<file path="src/rtl/bomb_pkg.sv">
// Shared game definitions for the bomb controller, display and puzzle blocks.
package bomb_pkg;

  typedef enum logic [1:0] {
    ST_IDLE     = 2'b00,
    ST_ARMED    = 2'b01,
    ST_EXPLODED = 2'b10,
    ST_DEFUSED  = 2'b11
  } game_state_t;

  localparam int DEFAULT_CLOCK_HZ = 27_000_000;
  localparam int STRIKE_W         = 3;
  localparam int SECONDS_W        = 10;

endpackage

</file>
<file path="src/rtl/tick_gen.sv">
// One-second tick divider: counts 0..CLOCK_HZ-1 while run is high, tick is high on the wrap cycle.
// Counter returns to zero whenever run is low, so every arming starts a full second.
module tick_gen
  import bomb_pkg::*;
#(
  parameter int CLOCK_HZ = DEFAULT_CLOCK_HZ
) (
  input  logic clock,
  input  logic reset,
  input  logic run,
  output logic tick
);

  localparam int              CNT_W = (CLOCK_HZ > 1) ? $clog2(CLOCK_HZ) : 1;
  localparam logic [CNT_W-1:0] LAST = CNT_W'(CLOCK_HZ - 1);

  logic [CNT_W-1:0] r_cnt;

  always_ff @(posedge clock or posedge reset) begin
    if (reset) begin
      r_cnt <= '0;
    end else if (!run || (r_cnt == LAST)) begin
      r_cnt <= '0;
    end else begin
      r_cnt <= r_cnt + CNT_W'(1);
    end
  end

  assign tick = run && (r_cnt == LAST);

endmodule

</file>
<file path="src/rtl/bomb_status.sv">
// Bomb game controller: arming, strike counting, countdown and explode/defuse resolution.
// All outputs registered; a state change is visible one cycle after the causing input.
module bomb_status
  import bomb_pkg::*;
#(
  parameter int NUM_MODULES   = 4,
  parameter int MAX_STRIKES   = 3,
  parameter int CLOCK_HZ      = DEFAULT_CLOCK_HZ,
  parameter int START_SECONDS = 300
) (
  input  logic                   clock,
  input  logic                   reset,
  input  logic                   start,
  input  logic [NUM_MODULES-1:0] strike,
  input  logic [NUM_MODULES-1:0] module_defused,
  output logic [NUM_MODULES-1:0] module_enable,
  output logic [STRIKE_W-1:0]    strike_count,
  output logic [SECONDS_W-1:0]   seconds_left,
  output logic [1:0]             game_state,
  output logic                   exploded,
  output logic                   bomb_defused
);

  localparam int                   SUM_W     = STRIKE_W + $clog2(NUM_MODULES + 1);
  localparam logic [SUM_W-1:0]     SUM_MAX   = SUM_W'(MAX_STRIKES);
  localparam logic [SECONDS_W-1:0] SEC_START = SECONDS_W'(START_SECONDS);

  game_state_t            r_state, w_state_next;
  logic [NUM_MODULES-1:0] r_strike_q, w_strike_rise;
  logic [STRIKE_W-1:0]    r_strike_count, w_strike_next;
  logic [SECONDS_W-1:0]   r_seconds, w_seconds_next;
  logic [NUM_MODULES-1:0] r_enable, w_enable;
  logic                   r_exploded, w_exploded;
  logic                   r_defused, w_defused;
  logic [SUM_W-1:0]       w_sum;
  logic                   w_tick, w_run, w_arming;
  logic                   w_boom_strike, w_boom_time, w_all_defused;

  tick_gen #(
    .CLOCK_HZ(CLOCK_HZ)
  ) u_tick_gen (
    .clock(clock),
    .reset(reset),
    .run  (w_run),
    .tick (w_tick)
  );

  assign w_run         = (r_state == ST_ARMED);
  assign w_arming      = (r_state == ST_IDLE) && start;
  assign w_strike_rise = strike & ~r_strike_q;
  assign w_all_defused = &module_defused;

  // Several modules may strike in the same cycle; each rising bit adds one.
  always_comb begin
    w_sum = SUM_W'(r_strike_count);
    for (int i = 0; i < NUM_MODULES; i++) begin
      w_sum = w_sum + SUM_W'(w_strike_rise[i]);
    end
  end

  assign w_boom_strike  = w_run && (w_sum >= SUM_MAX);
  assign w_strike_next  = (w_sum >= SUM_MAX) ? STRIKE_W'(MAX_STRIKES) : w_sum[STRIKE_W-1:0];
  assign w_seconds_next = (w_tick && (r_seconds != '0)) ? r_seconds - SECONDS_W'(1) : r_seconds;
  assign w_boom_time    = w_run && w_tick && (r_seconds == SECONDS_W'(1));

  always_ff @(posedge clock or posedge reset) begin
    if (reset) begin
      r_state    <= ST_IDLE;
      r_enable   <= '0;
      r_exploded <= 1'b0;
      r_defused  <= 1'b0;
    end else begin
      r_state    <= w_state_next;
      r_enable   <= w_enable;
      r_exploded <= w_exploded;
      r_defused  <= w_defused;
    end
  end

  // Explosion is checked first so it beats a simultaneous defuse.
  always_comb begin
    w_state_next = r_state;
    case (r_state)
      ST_IDLE: begin
        if (start) w_state_next = ST_ARMED;
      end
      ST_ARMED: begin
        if (w_boom_strike || w_boom_time) w_state_next = ST_EXPLODED;
        else if (w_all_defused)           w_state_next = ST_DEFUSED;
      end
      default: w_state_next = r_state;
    endcase
  end

  always_comb begin
    w_enable   = {NUM_MODULES{w_state_next == ST_ARMED}};
    w_exploded = (w_state_next == ST_EXPLODED);
    w_defused  = (w_state_next == ST_DEFUSED);
  end

  // Counters only move while armed, so they freeze once the game ends.
  always_ff @(posedge clock or posedge reset) begin
    if (reset) begin
      r_strike_q     <= '0;
      r_strike_count <= '0;
      r_seconds      <= SEC_START;
    end else begin
      r_strike_q <= strike;
      if (w_arming) begin
        r_strike_count <= '0;
        r_seconds      <= SEC_START;
      end else if (w_run) begin
        r_strike_count <= w_strike_next;
        r_seconds      <= w_seconds_next;
      end
    end
  end

  assign module_enable = r_enable;
  assign strike_count  = r_strike_count;
  assign seconds_left  = r_seconds;
  assign game_state    = r_state;
  assign exploded      = r_exploded;
  assign bomb_defused  = r_defused;

endmodule

</file>
<file path="config.mk">
export PLATFORM = sky130hd
export DESIGN_NAME = bomb_status
export DESIGN_NICKNAME = d
export VERILOG_FILES = /design/src/rtl/bomb_pkg.sv /design/src/rtl/tick_gen.sv /design/src/rtl/bomb_status.sv
export SDC_FILE = /design/constraint.sdc
export NUM_CORES = 1
export LEC_CHECK = 0
export CAP_MARGIN = 20
export CORE_MARGIN = 2
export CORE_UTILIZATION = 59
export DETAILED_ROUTE_END_ITERATION = 8
export PLACE_DENSITY = 0.84
export SYNTH_ARGS = -nofsm -noshare
export SYNTH_HDL_FRONTEND = slang
export SYNTH_SLANG_ARGS = --single-unit
</file>
<file path="constraint.sdc">
create_clock -name clock -period 4.39 [get_ports clock]
set_input_delay 0.439 -clock clock [delete_from_list [all_inputs] [get_ports clock]]
set_output_delay 0.439 -clock clock [all_outputs]
set_load 0.01 [all_outputs]
</file>
==> impl_metrics.toml <==
[global_routing]
grt_overflow = 0
grt_max_degree = 48
grt_usage = 0.235
first_global_vias = 1787
grt_pass1_wl_um = 8180
antenna_found_initial = 0

[finish]
utilization = 0.727
fin_area_mm2 = 0.00293
final-instance-count-excl-fill = 328
nNetsFinal = 295
layout-drive-gt1-share = 0.0935
final_cell_mix = "dfrtp_1 (43), nor2_1 (39), clkdlybuf4s50_1 (31), nand2_1 (14), xnor2_1 (13)"
fillerInstances = 287
layout_commonest_cell = "dfrtp_1"
synthToLayoutAreaGrowth_pct = 17.6
antennaDiodeCount = 0

[logic_synthesis]
syn_inst = 246
synth_fa_ha_area_frac = 0.0442
synthSimpleGateAreaFrac = 0.294
synth_ff_type = "dfrtp_1"
ys_ff_latch = 47
muxShareOfSynthArea = 0.0121
async_flop_share = 1.00
synth_edf_count = 0
synth_xor_xnor_area_share = 0.0844
syn_area_mm2 = 0.00249
ys_warn_count = 0
yosysUniqueCellTypes = 52
synth_seq_area_share = 0.474
synth-compound-area-share = 0.0573
syn_area_per_cell_um2 = 10.1
synthesis.nets = 264
synth_top_family_by_area = "simple AND/OR/NAND/NOR gates"

[worst_setup_path]
required_ps = 4600
cp_data_arrival_time_ps = 3240
start_kind = "input port"
critPathCaptureType = "flop"
cp_max_fo = 5
critical_path_class = "input port to flop"

[clock_tree]
ctsHoldBuffers = 0
path_clk_slew_ps = 80
cts_max_level = 2
ctsRootBufferMaster = "clkbuf_8"
clkLatencyLatePin_ps = 310
clock_sinks = 47
clk_path_buf_depth = 2
ctsResizeCount = 0
cts_made_buffers = 5
postCtsSetupBuffers = 0
cts_tree = "done"

[die]
fp.coreArea_mm2 = 0.00403
pin_count = 32
num_rows = 23
die_x_um = 69.0
start_util = 0.618
design.die.area_mm2 = 0.00476
die_h_um = 69.0

[placement]
dp_hpwl_um = 3470
port-buffer-count = 31
dp_worst_setup_slack_ps = 1040
dpl.cell_count = 320
dpl-instance-area_mm2 = 0.00283
gp_congestion = 0.805

[sta]
setup_viol = 0
fin_ws_ps = 1360
fin_worst_skew_ps = 6.76
timing.final.crit_share = 0.690
tns_ps = 0
tightest_slew_ps = 958
slew-limit-headroom = 0.361
fmax_ghz = 0.330
final-hold-violation-count = 0
grt_setup_unrepaired = "no"
drv_slew = 0
min_period_ps = 3030

[pwr]
peakVddDrop_mv = 0.329
leakage_nw = 1.20
p_per_area_mw_per_mm2 = 416

[route]
num_vias = 1882
wl_per_cell_um = 15.3
drc = 0
first_iter_violations = 88
via_per_inst = 5.74
antenna_left = 0
wl_um = 5030
drt-pass1-iter-count = 4

[worst_hold_path]
worstHoldPathType = "flop to flop"

[run]
cap_violations = 0

[status]
status = "complete, no violations"
path summary, 6_finish.rpt:
| path | start | slack (ps) | cells after the start | end |
|---|---|---|---|---|
| setup reg to reg | r_strike_q[0]$_DFF_PP0_ | 1530 | 9 | bomb_defused$_DFF_PP0_ |
| hold / removal | u_tick_gen.r_cnt[0]$_DFF_PP0_ | 480 | 1 | u_tick_gen.r_cnt[0]$_DFF_PP0_ |
| max in group asynchronous | reset | 3130 | 2 | r_strike_q[1]$_DFF_PP0_ |
| setup / recovery | strike[0] | 1360 | 10 | bomb_defused$_DFF_PP0_ |
| hold reg to reg | u_tick_gen.r_cnt[0]$_DFF_PP0_ | 480 | 1 | u_tick_gen.r_cnt[0]$_DFF_PP0_ |
| min in group asynchronous | reset | 660 | 2 | u_tick_gen.r_cnt[16]$_DFF_PP0_ |
cells in the mapped netlist (all sizes together), types with 6 or more instances:
cell     n  area share
dfrtp   43        0.43
nor2    39       0.059
nand2   14       0.021
xnor2   13       0.046
inv     12       0.018
nand3   11       0.027
xor2    11       0.039
nor3     9       0.018
and3     7       0.019
nand4    7       0.024
a21oi    6       0.012
nand2b   6       0.015
per-stage QoR:
step	power (mW)	hold WS, ps
finish	1.22	476
global route	1.29	518
CTS	1.23	484
detailed placement	0.932	457
global placement	0.916	449
floorplan	0.769	424
cell type report:
type | instances | area [um^2] | area share
multi-input cells | 180 | 1230 | 0.419
flip-flops and latches | 47 | 1180 | 0.403
repair buffers | 31 | 310 | 0.106
clock buffers | 7 | 96.3 | 0.0329
well taps | 50 | 62.6 | 0.0214
inverters | 12 | 45.0 | 0.0154
clock inverters | 1 | 7.51 | 0.00256
state kept, by name (all words and copies together), names as in the netlist:
signal	count
module_enable	1
r_strike_q	4
bomb_defused	1
game_state	2
seconds_left	10
exploded	1
strike_count	3
u_tick_gen.r_cnt	25
metal layers:
layer,track usage,wire length [um],up-vias
li1,-,-,912
met1,0.302,2290,914
met2,0.386,2440,45
met5,0,0,-
met4,0.108,121,0
met3,0.0422,176,11
critical path, stage by stage:
cell             delay [ps]
clkdlybuf4s50_1         470
nand2b_1                 80
fa_1                    490
fa_1                    450
inv_1                    80
fa_1                    430
nor2b_1                 160
o21a_1                  170
a31o_2                  240
nor3_1                  220
power by group:
group	internal, mW	switching, mW	total [mW]
Sequential	0.486	0.0649	0.551
Clock	0.143	0.151	0.294
Combinational	0.186	0.188	0.374
Total	0.816	0.404	1.22
cell families after synthesis:
family,after synthesis
adders and majority gates,7
muxes,3
AOI/OAI and AO/OA,21
DFF,47
and+or+nand+nor,125
xor gates and xnor gates,24
buffers and inverters,19
(Power assumes the default switching activity.)
